## src/rtl/jt49_cen_ctl_pkg.sv

```systemverilog
// Shared definitions for the JT49 clock-enable controller: FSM state
// encodings, divider-mode constants and the cen8 boundary test.
package jt49_cen_defs;

  typedef enum logic [1:0] {
    ST_STOP = 2'd0,
    ST_RUN  = 2'd1,
    ST_PEND = 2'd2
  } state_t;

  localparam logic SEL_DIV8  = 1'b1;
  localparam logic SEL_DIV16 = 1'b0;

  // True when a cen issued at count ph starts a new cen8 period.
  function automatic logic div_boundary(input logic sel, input logic [3:0] ph);
    return (sel == SEL_DIV8) ? (ph[2:0] == 3'd0) : (ph == 4'd0);
  endfunction

endpackage

```

## src/rtl/jt49_cen_ctl_frac_acc.sv

```systemverilog
// Fractional N/D accumulator. tick is the combinational "this step wraps"
// flag; the controller registers it as cen. acc stays below den, and with
// num <= den the sum fits in W+1 bits.
module jt49_frac_acc #(
  parameter int W = 16
) (
  input  logic         clk,
  input  logic         rst,
  input  logic         clr,
  input  logic         run,
  input  logic [W-1:0] num,
  input  logic [W-1:0] den,
  output logic         tick
);

  logic [W-1:0] acc;
  logic [W:0]   sum;
  logic         hit;

  // Compare the next sum against den; only a running step can tick.
  always_comb begin
    sum  = {1'b0, acc} + {1'b0, num};
    hit  = (sum >= {1'b0, den});
    tick = run && hit;
  end

  // Accumulate while running; clr wins so a ratio change restarts from 0.
  always_ff @(posedge clk) begin
    if (rst || clr) begin
      acc <= '0;
    end else if (run) begin
      acc <= hit ? W'(sum - {1'b0, den}) : sum[W-1:0];
    end
  end

endmodule

```

## src/rtl/jt49_cen_ctl.sv

```systemverilog
// Programmable clock-enable controller for the JT49 PSG. Produces cen at
// an average rate of clk*num/den and cen8 every 8 or 16 cen pulses.
// Ratio/mode changes made while running wait in a shadow register and are
// applied on a cen8 boundary so no generator period is cut short.
//
// Config port: a word transfers on a rising edge where cfg_valid and
// cfg_ready are both 1. cfg_ready is registered and low only while a
// shadow word is waiting. Every transferred word is consumed; an invalid
// one (num==0, den==0 or num>den) is dropped and flagged by a one-cycle
// cfg_err pulse in the cycle after the transfer.
module jt49_cen_ctl
  import jt49_cen_defs::*;
#(
  parameter int          W       = 16,
  parameter int unsigned DEF_NUM = 1,
  parameter int unsigned DEF_DEN = 2,
  parameter bit          DEF_SEL = 1'b1
) (
  input  logic         clk,
  input  logic         rst,
  input  logic         enable,
  input  logic         cfg_valid,
  output logic         cfg_ready,
  input  logic [W-1:0] cfg_num,
  input  logic [W-1:0] cfg_den,
  input  logic         cfg_sel,
  output logic         cfg_err,
  output logic         cen,
  output logic         cen8,
  output logic [3:0]   phase
);

  state_t       state;
  logic [W-1:0] num_r, den_r, sh_num, sh_den;
  logic         sel_r, sh_sel;

  logic         tick;
  logic         acc_run, acc_clr;
  logic         accept, word_ok;
  logic [3:0]   pc_next;
  logic         div_hit;

  // Handshake decode, phase look-ahead and accumulator control.
  always_comb begin
    accept  = cfg_valid && cfg_ready;
    word_ok = (cfg_num != '0) && (cfg_den != '0) && (cfg_num <= cfg_den);
    // phase shows the count for the current cen; it advances after it.
    pc_next = phase + {3'b000, cen};
    div_hit = tick && div_boundary(sel_r, pc_next);
    acc_run = (state != ST_STOP) && enable;
    acc_clr = (state == ST_STOP) || !enable || ((state == ST_PEND) && div_hit);
  end

  jt49_frac_acc #(.W(W)) u_acc (
    .clk  (clk),
    .rst  (rst),
    .clr  (acc_clr),
    .run  (acc_run),
    .num  (num_r),
    .den  (den_r),
    .tick (tick)
  );

  // Control FSM with registered strobes, phase, handshake and error flag.
  always_ff @(posedge clk) begin
    if (rst) begin
      state     <= ST_STOP;
      num_r     <= W'(DEF_NUM);
      den_r     <= W'(DEF_DEN);
      sel_r     <= DEF_SEL;
      sh_num    <= '0;
      sh_den    <= '0;
      sh_sel    <= 1'b0;
      cen       <= 1'b0;
      cen8      <= 1'b0;
      phase     <= 4'd0;
      cfg_ready <= 1'b1;
      cfg_err   <= 1'b0;
    end else begin
      cfg_err <= accept && !word_ok;
      case (state)
        ST_STOP: begin
          cen       <= 1'b0;
          cen8      <= 1'b0;
          phase     <= 4'd0;
          cfg_ready <= 1'b1;
          if (accept && word_ok) begin
            num_r <= cfg_num;
            den_r <= cfg_den;
            sel_r <= cfg_sel;
          end
          if (enable) state <= ST_RUN;
        end
        ST_RUN: begin
          if (!enable) begin
            state     <= ST_STOP;
            cen       <= 1'b0;
            cen8      <= 1'b0;
            phase     <= 4'd0;
            cfg_ready <= 1'b1;
            // Stopping: nothing to wait for, so a new word lands directly.
            if (accept && word_ok) begin
              num_r <= cfg_num;
              den_r <= cfg_den;
              sel_r <= cfg_sel;
            end
          end else begin
            cen   <= tick;
            cen8  <= div_hit;
            phase <= pc_next;
            if (accept && word_ok) begin
              sh_num    <= cfg_num;
              sh_den    <= cfg_den;
              sh_sel    <= cfg_sel;
              state     <= ST_PEND;
              cfg_ready <= 1'b0;
            end else begin
              cfg_ready <= 1'b1;
            end
          end
        end
        ST_PEND: begin
          if (!enable) begin
            state     <= ST_STOP;
            num_r     <= sh_num;
            den_r     <= sh_den;
            sel_r     <= sh_sel;
            cen       <= 1'b0;
            cen8      <= 1'b0;
            phase     <= 4'd0;
            cfg_ready <= 1'b1;
          end else begin
            cen  <= tick;
            cen8 <= div_hit;
            if (div_hit) begin
              // This cen8 closes the old period and opens the new one.
              num_r     <= sh_num;
              den_r     <= sh_den;
              sel_r     <= sh_sel;
              phase     <= 4'd0;
              state     <= ST_RUN;
              cfg_ready <= 1'b1;
            end else begin
              phase     <= pc_next;
              cfg_ready <= 1'b0;
            end
          end
        end
        default: begin
          state     <= ST_STOP;
          cen       <= 1'b0;
          cen8      <= 1'b0;
          phase     <= 4'd0;
          cfg_ready <= 1'b1;
        end
      endcase
    end
  end

endmodule

```

## config.mk

```make
export PLATFORM = sky130hd
export DESIGN_NAME = jt49_cen_ctl
export DESIGN_NICKNAME = d
export VERILOG_FILES = /design/src/rtl/jt49_cen_ctl_pkg.sv /design/src/rtl/jt49_cen_ctl_frac_acc.sv /design/src/rtl/jt49_cen_ctl.sv
export SDC_FILE = /design/constraint.sdc
export NUM_CORES = 1
export LEC_CHECK = 0
export BUFFER_PORTS_ARGS = -buffer_cell sky130_fd_sc_hd__buf_2
export CAP_MARGIN = 20
export CELL_PAD_IN_SITES_DETAIL_PLACEMENT = 0
export CELL_PAD_IN_SITES_GLOBAL_PLACEMENT = 1
export CORE_MARGIN = 2
export CORE_UTILIZATION = 40
export CTS_BUF_LIST = sky130_fd_sc_hd__clkbuf_8
export CTS_CLUSTER_SIZE = 24
export DETAILED_ROUTE_END_ITERATION = 8
export PLACE_DENSITY = 0.8
export SLEW_MARGIN = 40
export SYNTH_ARGS = -nofsm -noshare
export SYNTH_HDL_FRONTEND = slang
export SYNTH_SLANG_ARGS = --single-unit
```

## constraint.sdc

```tcl
create_clock -name clk -period 7.2 [get_ports clk]
set_input_delay 0 -clock clk [delete_from_list [all_inputs] [get_ports clk]]
set_output_delay 0 -clock clk [all_outputs]
set_load 0.005 [all_outputs]
```

==> results.yml, run 1 <==
status:
  status: "completed"
global_routing:
  grt_max_degree: 108
  track_usage_pct: 18.4
  grt.overflow.total: 0
  grt_pass1_vias: 4705
  grt_antenna_before_repair: 0
  grt_pass1_wl_um: 23600
pwr:
  p_per_area_nw_per_um2: 328
  ir_drop_mv: 0.223
  p_leak_nw: 2.98
yosys:
  yosysWarnings: 0
  async_flop_share_pct: 0
  synth_compound_area_share_pct: 11.6
  synth_fa_ha_area_share_pct: 12.1
  seq_area_frac_synth_pct: 31.1
  synthXorXnorAreaFrac_pct: 3.99
  yosysMostFrequentCell: "nor2_1"
  syn_area_sq_um: 5930
  synthesis.nets: 768
  synthFlopType: "dfxtp_1"
  synth_simple_gate_area_share_pct: 17.3
  synth_seq_cells: 92
  syn_avg_cell_area_sq_um: 8.78
  syn_inst: 675
  synth-edff-count: 0
  muxShareOfSynthArea_pct: 18.9
  ys_types: 56
  yosys-top-cells-area: "dfxtp_1 31%, mux2i_1 13%, ha_1 11%"
  synth_top_family_by_area: "multiplexers"
  synth_top_area_share_pct: 31.1
  synth_area_leader_cell: "dfxtp_1"
  synthTopCellsByCount: "107 x nor2_1, 92 x dfxtp_1, 77 x mux2i_1"
route:
  drc_errors: 0
  vias: 4882
  first_pass_iters: 4
  viasPerCell: 5.25
  ant_nets: 0
  dr.first_iter.drc_count: 224
  drt_wl_total_um: 14400
  routedWlPerCell_um: 15.5
timing:
  hold_viol_final: 0
  fin_crit_ps: 5080
  fmax_ghz: 0.197
  slew-limit-headroom_pct: 48.4
  worstMarginPinSlew_ps: 774
  slew_viol_final: 0
  finalCritPeriodShare_pct: 70.5
  grt_setup_unrepaired: "false"
  fin_worst_skew_ps: 6.81
  tns_ps: 0
  setup_viol: 0
worst_setup_path:
  arrival_ps: 5360
  worst_path_max_delay_cell: "a311o_4"
  crit_chain: "ha_1 > fa_1 > a211o_1 > a21boi_0 > o311ai_1 > o41ai_1 > mux2i_1 > o2111ai_1 > ha_1 > nand2_1 > nor3_1 > a311oi_1 > nand3_1 > or2_2 > a311o_4 > a211oi_2"
  critPathKind: "reg2reg"
  reg2reg_slack_ps: 2120
  r2r_end: "u_acc.acc[0]$_SDFFE_PP0P_"
  crit_end: "u_acc.acc[0]$_SDFFE_PP0P_"
  crit_path_end_kind: "register"
  r2r_cells: 16
  cp-start-kind: "register"
  cpPeakStageDelay_ps: 580
  r2r_start: "num_r[0]$_SDFFE_PP1P_"
  critical_path.max_fanout: 17
  worstSetupStartpoint: "num_r[0]$_SDFFE_PP1P_"
  cpMostUsedCell: "ha_1"
  required_ps: 7480
floorplan:
  die_x_um: 126
  die-area_sq_um: 15800
  start_util_pct: 40.8
  ios: 45
  num_rows: 44
  die_h_um: 126
  core-area_sq_um: 14500
clocking:
  clk_latency_ps: 360
  cts-resized-gates: 0
  tritoncts: "done"
  post_cts_buffers: 0
  cts_buffers: 9
  root_buffer: "clkbuf_8"
  clock_path_buffers: 2
  cts.sinks: 92
  clkTransAtPathRegs_ps: 90
  h-tree-depth: 3
layout:
  areaGrowthSynthToFinish_pct: 15.0
  postLayoutCoreUtil_pct: 46.9
  antenna_cells: 0
  seqCellArea_sq_um: 1840
  final_nets: 835
  multi_input_area_sq_um: 3800
  fin_cells: 930
  drive_gt1_share_pct: 13.8
  fill_cells: 1415
flow_run:
  drv_cap: 0
placement:
  dpl.cell_count: 880
  dp_hpwl_um: 10800
  io_buffers: 44
  gp_congestion: 0.894
min_path:
  hp-class: "in2reg"
## where the power goes
part / leakage (nW) / switching, W / internal [W]
Clock: 0.0977 / 0.000183 / 0.000156
Combinational: 2.14 / 0.000720 / 0.000566
Sequential: 0.747 / 0.0000361 / 0.000575
## layer usage
layer  up-vias  routed length [um]  global-route usage, %
li1       2507                   -                      -
met1      2273                7090                   25.3
met2        76                6540                   29.6
met3        26                 418                   2.38
met4         0                 328                   6.72
met5         -                   0                      0
## worst max-delay path: cells and delay by family, from the launching register on
family | cells | cell delay, ps
flip-flops | 1 | 320
multiplexers | 1 | 240
AO/OA/AOI/OAI | 8 | 2520
AND/OR/NAND/NOR | 4 | 900
adder cells (fa/ha/maj) | 3 | 990
## flip-flops by register name, indices dropped and copies added, names as in the netlist
| name | flops |
|---|---|
| cen8 | 1 |
| u_acc.acc | 16 |
| cen | 1 |
| sh_num | 16 |
| cfg_ready | 1 |
| state | 2 |
| cfg_err | 1 |
| phase | 4 |
| num_r | 16 |
| den_r | 16 |
| sh_sel | 1 |
| sel_r | 1 |
| sh_den | 16 |
## area by class of cell
| class | count | share of cell area [%] |
|---|---|---|
| clock buffers | 9 | 1.82 |
| multi-input cells | 512 | 55.7 |
| inverters | 45 | 2.48 |
| repair buffers | 82 | 8.79 |
| flip-flops and latches | 92 | 27.0 |
| clock inverters | 6 | 0.862 |
| well taps | 184 | 3.37 |
## logic make-up after synthesis
logic type,Yosys count
buf+inv,71
flops,92
fa+ha+maj,56
xor+xnor,27
compound gates,100
mux,108
simple gates,221
## timing repair
| item | in CTS | in global routing |
|---|---|---|
| hold endpoints to repair | 37 | 0 |
| endpoints found under the setup margin | 0 | 0 |
| hold buffers | 35 | 0 |
## through the flow
stage                     total power, W  hold WS (ps)  area [sq um]  setup WS, ps
after floorplan                  0.00165           147          5930          2720
after global placement           0.00185           256          6280          2120
after detailed placement         0.00188           264          6290          2000
after CTS                        0.00224           141          6820          2000
after global routing             0.00240           182          6820          1760
final                            0.00224           169          6820          2120
## layout by cell type, fill, tap and decap left out, drive strengths merged, types with 6 or more instances in the layout
cell / instances
or2: 6
ha: 54
and3: 6
mux2i: 77
nor4: 9
xor2: 8
dlygate4sd3: 35
a21o: 10
clkbuf: 9
nor2b: 18
nor2: 107
nor3: 11
a211oi: 7
inv: 47
a21oi: 35
nand4: 6
dfxtp: 92
nand2: 30
nand3: 13
buf: 47
o211ai: 6
xnor2: 19
mux2: 31
o21ai: 9
## worst min-delay path by stage
stage / slack, ps / to / cells after the start / from
2_1_floorplan: 150 / sh_den[1]$_SDFFE_PP0P_ / 2 / cfg_den[1]
3_3_place_gp: 260 / sh_sel$_SDFFE_PP0P_ / 3 / cfg_sel
3_5_place_dp: 260 / sh_sel$_SDFFE_PP0P_ / 3 / cfg_sel
4_1_cts: 140 / sh_sel$_SDFFE_PP0P_ / 2 / rst
5_1_grt: 180 / sh_den[2]$_SDFFE_PP0P_ / 2 / rst
6_report: 170 / sh_num[6]$_SDFFE_PP0P_ / 2 / rst
No activity file was read; power rests on OpenSTA's default activity.
==> run 2, diff against run 1 <==
Settings changed: PLACE_DENSITY 0.8 to 0.82.
Clock period 7.2 ns to 4.67 ns, I/O delays scaled along.
==> results.yml, run 2 (synthesized netlist as in run 1, its figures left out) <==
min_path:
  hp-class: "in2reg"
  hold_start: "cfg_den[15]"
status:
  violations: "negative setup slack"
  status: "complete, but fails checks"
layout:
  postLayoutCoreUtil_pct: 49.8
  layout_commonest_cell: "nor2_1"
  areaGrowthSynthToFinish_pct: 22.1
  drive_gt1_share_pct: 17.6
  final_nets: 853
  antenna_cells: 0
  fill_cells: 1347
  layout_common_cells: "107 x nor2_1, 91 x dfxtp_1, 76 x mux2i_1"
  final_area_sq_um: 7240
global_routing:
  use_met2_pct: 30.1
  gr-usage-met3_pct: 1.78
  track_usage_pct: 18.4
  top_usage_layer: "met2"
  grt_antenna_before_repair: 0
  grt_pass1_vias: 4943
  gr-usage-met1_pct: 25.2
  grt_max_degree: 108
  grt_pass1_wl_um: 23900
  grt.overflow.total: 0
timing:
  fmax_ghz: 0.214
  layout_setup_ws_ps: -11.2
  slew_viol_final: 0
  finalCritPeriodShare_pct: 100
  hold_viol_final: 0
  worstMarginPinSlew_ps: 743
  slew-limit-headroom_pct: 50.5
  fin_worst_skew_ps: 11.1
  grt_setup_unrepaired: "true"
  fin_crit_ps: 4680
  setup_viol: 16
  tns_ps: -69.2
pwr:
  p_per_area_nw_per_um2: 513
  swShare_pct: 41.5
  intPower_w: 0.00217
  combPwrFrac_pct: 59.7
  seq_power_share_pct: 25.5
  p_clk_share_pct: 14.8
  p_leak_nw: 3.26
  ir_drop_mv: 0.349
  power_switching_w: 0.00154
worst_setup_path:
  critPathKind: "reg2reg"
  worstSetupStartpoint: "num_r[0]$_SDFFE_PP1P_"
  critical_path.max_fanout: 8
  reg2reg_slack_ps: -10
  r2r_start: "num_r[0]$_SDFFE_PP1P_"
  cp-start-kind: "register"
  arrival_ps: 4930
  crit_path_end_kind: "register"
  required_ps: 4920
floorplan:
  die-area_sq_um: 15800
  die_h_um: 126
  num_rows: 44
  core-area_sq_um: 14500
  die_x_um: 126
  ios: 45
  start_util_pct: 40.8
route:
  drt_wl_total_um: 15300
  viasPerCell: 5.35
  drc_errors: 0
  ant_nets: 0
  dr.first_iter.drc_count: 261
  first_pass_iters: 4
  routedWlPerCell_um: 16.1
  vias: 5079
clocking:
  clk_latency_ps: 360
  cts_buffers: 9
  clkTransAtPathRegs_ps: 90
  h-tree-depth: 3
  tritoncts: "done"
  clock_path_buffers: 2
  root_buffer: "clkbuf_8"
  cts.sinks: 92
placement:
  place_ws_ps: -48.6
  dp_hpwl_um: 10900
  gp_congestion: 0.889
  io_buffers: 44
  placed_area_sq_um: 6350
flow_run:
  drv_cap: 0
## run 2: area by class of cell
class / instances / area (sq um) / area share (%)
inverter: 45 / 169 / 2.33
timing repair buffer: 100 / 818 / 11.3
clock buffer: 9 / 124 / 1.71
multi-input combinational: 512 / 3980 / 55.0
sequential: 92 / 1840 / 25.5
tap: 184 / 230 / 3.18
clock inverter: 7 / 75.1 / 1.04
## run 2: metal layers
layer  routed length [um]  part of all wire [%]  vias to the layer above
li1                     -                     -                     2534
met1                 7320                    48                     2404
met2                 7110                    46                      114
met3                  516                   3.4                       27
met4                  379                   2.5                        0
met5                    0                     0                        -
## run 2: worst max-delay path, stage by stage (launching register included)
cell and delay, ps:
dfxtp_2 350, ha_4 160, fa_2 350, a211o_1 340, a21boi_2 220, o311ai_4 120
o41ai_2 300, buf_4 180, mux2i_2 220, o2111ai_2 160, ha_1 370, nand2_2 120
nor3_2 40, a311oi_1 230, nand3_1 190, o211a_1 320, o211ai_4 290, buf_6 170
clkbuf_16 160, mux2_4 300
## run 2: timing repair
item | 4_1_cts | 5_1_grt
hold buffers | 34 | 0
pin swaps | 0 | 14
endpoints found under the setup margin | 30 | 50
resized for setup | 1 | 54
buffers inserted | 0 | 10
gates cloned | 0 | 2
hold endpoints to repair | 36 | 0
## run 2: path summary, 6_finish.rpt
kind / to / cells after the start
max: den_r[0]$_SDFFE_PP0P_ / 19
min: sh_den[15]$_SDFFE_PP0P_ / 3
max reg2reg: den_r[0]$_SDFFE_PP0P_ / 19
min reg2reg: sh_den[13]$_SDFFE_PP0P_ / 2
## run 2: power by group through the flow
stage	clock (W)	sequential, W	combinational (W)
global placement	0	0.000956	0.00195
CTS	0.000558	0.000943	0.00204
global route	0.000591	0.000956	0.00243
finish	0.000551	0.000947	0.00222
detailed placement	0	0.000961	0.00200
floorplan	0	0.000937	0.00161
## run 2: stage by stage
step	hold slack, ps	total power (W)	instances
after floorplan	147	0.00254	675
final	10.2	0.00372	949
after CTS	7.65	0.00354	937
after detailed placement	274	0.00296	887
after global placement	261	0.00291	887
after global routing	38.4	0.00397	949
==> run 3, diff against run 2 <==
Settings changed: CAP_MARGIN 20 to 40, CORE_UTILIZATION 40 to 43, PLACE_DENSITY 0.82 to 0.87.
==> results.yml, run 3 (synthesized netlist as in run 1, its figures left out) <==
layout:
  areaGrowthSynthToFinish_pct: 22.7
  layout_commonest_cell: "nor2_1"
  drive_gt1_share_pct: 18.0
  final_area_sq_um: 7270
  final_nets: 854
  layout_common_cells: "106 x nor2_1, 90 x dfxtp_1, 76 x mux2i_1"
  antenna_cells: 0
clocking:
  clkTransAtPathRegs_ps: 90
  clk_latency_ps: 370
  cts.sinks: 92
  clock_path_buffers: 2
  root_buffer: "clkbuf_8"
  tritoncts: "done"
  h-tree-depth: 3
  cts_buffers: 9
pwr:
  ir_drop_mv: 0.326
  p_leak_nw: 3.26
  p_per_area_nw_per_um2: 514
floorplan:
  die_x_um: 121
  die_h_um: 121
  start_util_pct: 44.4
  ios: 45
  core-area_sq_um: 13300
  die-area_sq_um: 14700
  num_rows: 42
worst_setup_path:
  required_ps: 4930
  worst_path_max_delay_cell: "ha_1"
  worstSetupStartpoint: "num_r[0]$_SDFFE_PP1P_"
  cpPeakStageDelay_ps: 370
  reg2reg_slack_ps: 20
  cpLargestDelayFamily: "compound AO/OA/AOI/OAI gates"
  critical_path.max_fanout: 8
  r2r_cells: 19
  crit_chain: "ha_4 > fa_2 > a211o_1 > a21boi_2 > o311ai_4 > o41ai_2 > buf_4 > mux2i_2 > o2111ai_2 > ha_1 > nand2_2 > nor3_2 > a311oi_1 > nand3_1 > o211a_4 > o211ai_4 > buf_12 > clkbuf_16 > mux2_4"
  critPathKind: "reg2reg"
  r2r_start: "num_r[0]$_SDFFE_PP1P_"
  crit_end: "den_r[5]$_SDFFE_PP0P_"
  cp-start-kind: "register"
  crit_path_end_kind: "register"
  arrival_ps: 4910
  r2r_end: "den_r[5]$_SDFFE_PP0P_"
  worstSetupPathDepth: 19
  crit_buf_inv: 3
timing:
  fin_crit_ps: 4650
  layout_setup_ws_ps: 22.1
  grt_setup_unrepaired: "true"
  hold_viol_final: 0
  fmax_ghz: 0.215
  worstMarginPinSlew_ps: 739
  finalCritPeriodShare_pct: 99.5
  slew-limit-headroom_pct: 50.7
  tns_ps: 0
  setup_viol: 0
  slew_viol_final: 0
  fin_worst_skew_ps: 10.6
global_routing:
  grt_pass1_wl_um: 23100
  grt_pass1_vias: 4804
  grt.overflow.total: 0
  track_usage_pct: 19.8
  grt_max_degree: 108
  grt_antenna_before_repair: 0
min_path:
  hp-class: "in2reg"
  hold_start: "rst"
placement:
  place_ws_ps: -66.8
  dp_hpwl_um: 10500
  placed_area_sq_um: 6330
  io_buffers: 44
  gp_congestion: 0.902
route:
  ant_nets: 0
  drt_wl_total_um: 15000
  viasPerCell: 5.43
  first_pass_iters: 4
  routedWlPerCell_um: 15.9
  drc_errors: 0
  vias: 5119
  dr.first_iter.drc_count: 320
status:
  status: "completed"
flow_run:
  drv_cap: 0
[run 3: per-stage QoR]
| stage | total power (W) | hold slack [ps] | cells | util [%] |
|---|---|---|---|---|
| after floorplan | 0.00254 | 147 | 675 | - |
| after global placement | 0.00289 | 260 | 877 | 47.4 |
| final | 0.00374 | 144 | 942 | 54.5 |
| after global routing | 0.00398 | 174 | 942 | 54.5 |
| after CTS | 0.00351 | 132 | 929 | 51.6 |
| after detailed placement | 0.00295 | 279 | 877 | 47.4 |
[run 3: timing repair]
item	CTS	global route
gates resized for setup	1	52
setup buffers	1	10
endpoints found under the hold margin	37	0
hold buffers	35	0
pin swaps	0	17
endpoints found under the setup margin	31	37
gates cloned	0	4
[run 3: report_power, final]
group          internal [W]  switching (W)  total, W
sequential         0.000887      0.0000594  0.000946
combinational       0.00106        0.00119   0.00226
clock              0.000251       0.000286  0.000537
[run 3: final cells by class]
| class | count | area [sq um] |
|---|---|---|
| tap | 176 | 220 |
| fill | 1209 | 6070 |
| inverter | 45 | 169 |
| timing repair buffer | 101 | 835 |
| sequential | 92 | 1840 |
| multi-input combinational | 512 | 4010 |
| clock buffer | 13 | 179 |
| clock inverter | 3 | 20.0 |
[run 3: how the worst min path moves through the flow]
stage                                          to  slack (ps)  depth (start not counted)
after CTS                 sh_den[14]$_SDFFE_PP0P_         130                          2
after detailed placement      sh_sel$_SDFFE_PP0P_         280                          3
after global placement        sh_sel$_SDFFE_PP0P_         260                          3
after global routing      sh_num[10]$_SDFFE_PP0P_         170                          2
final                      sh_num[0]$_SDFFE_PP0P_         140                          2
after floorplan            sh_den[1]$_SDFFE_PP0P_         150                          2
[run 3: layer usage]
metal,track usage (%),vias to the layer above,routed length [um]
met4,5.32,0,240
met2,32.2,97,6890
met3,3.62,19,554
li1,-,2543,-
met5,0,-,0
met1,26.9,2460,7320
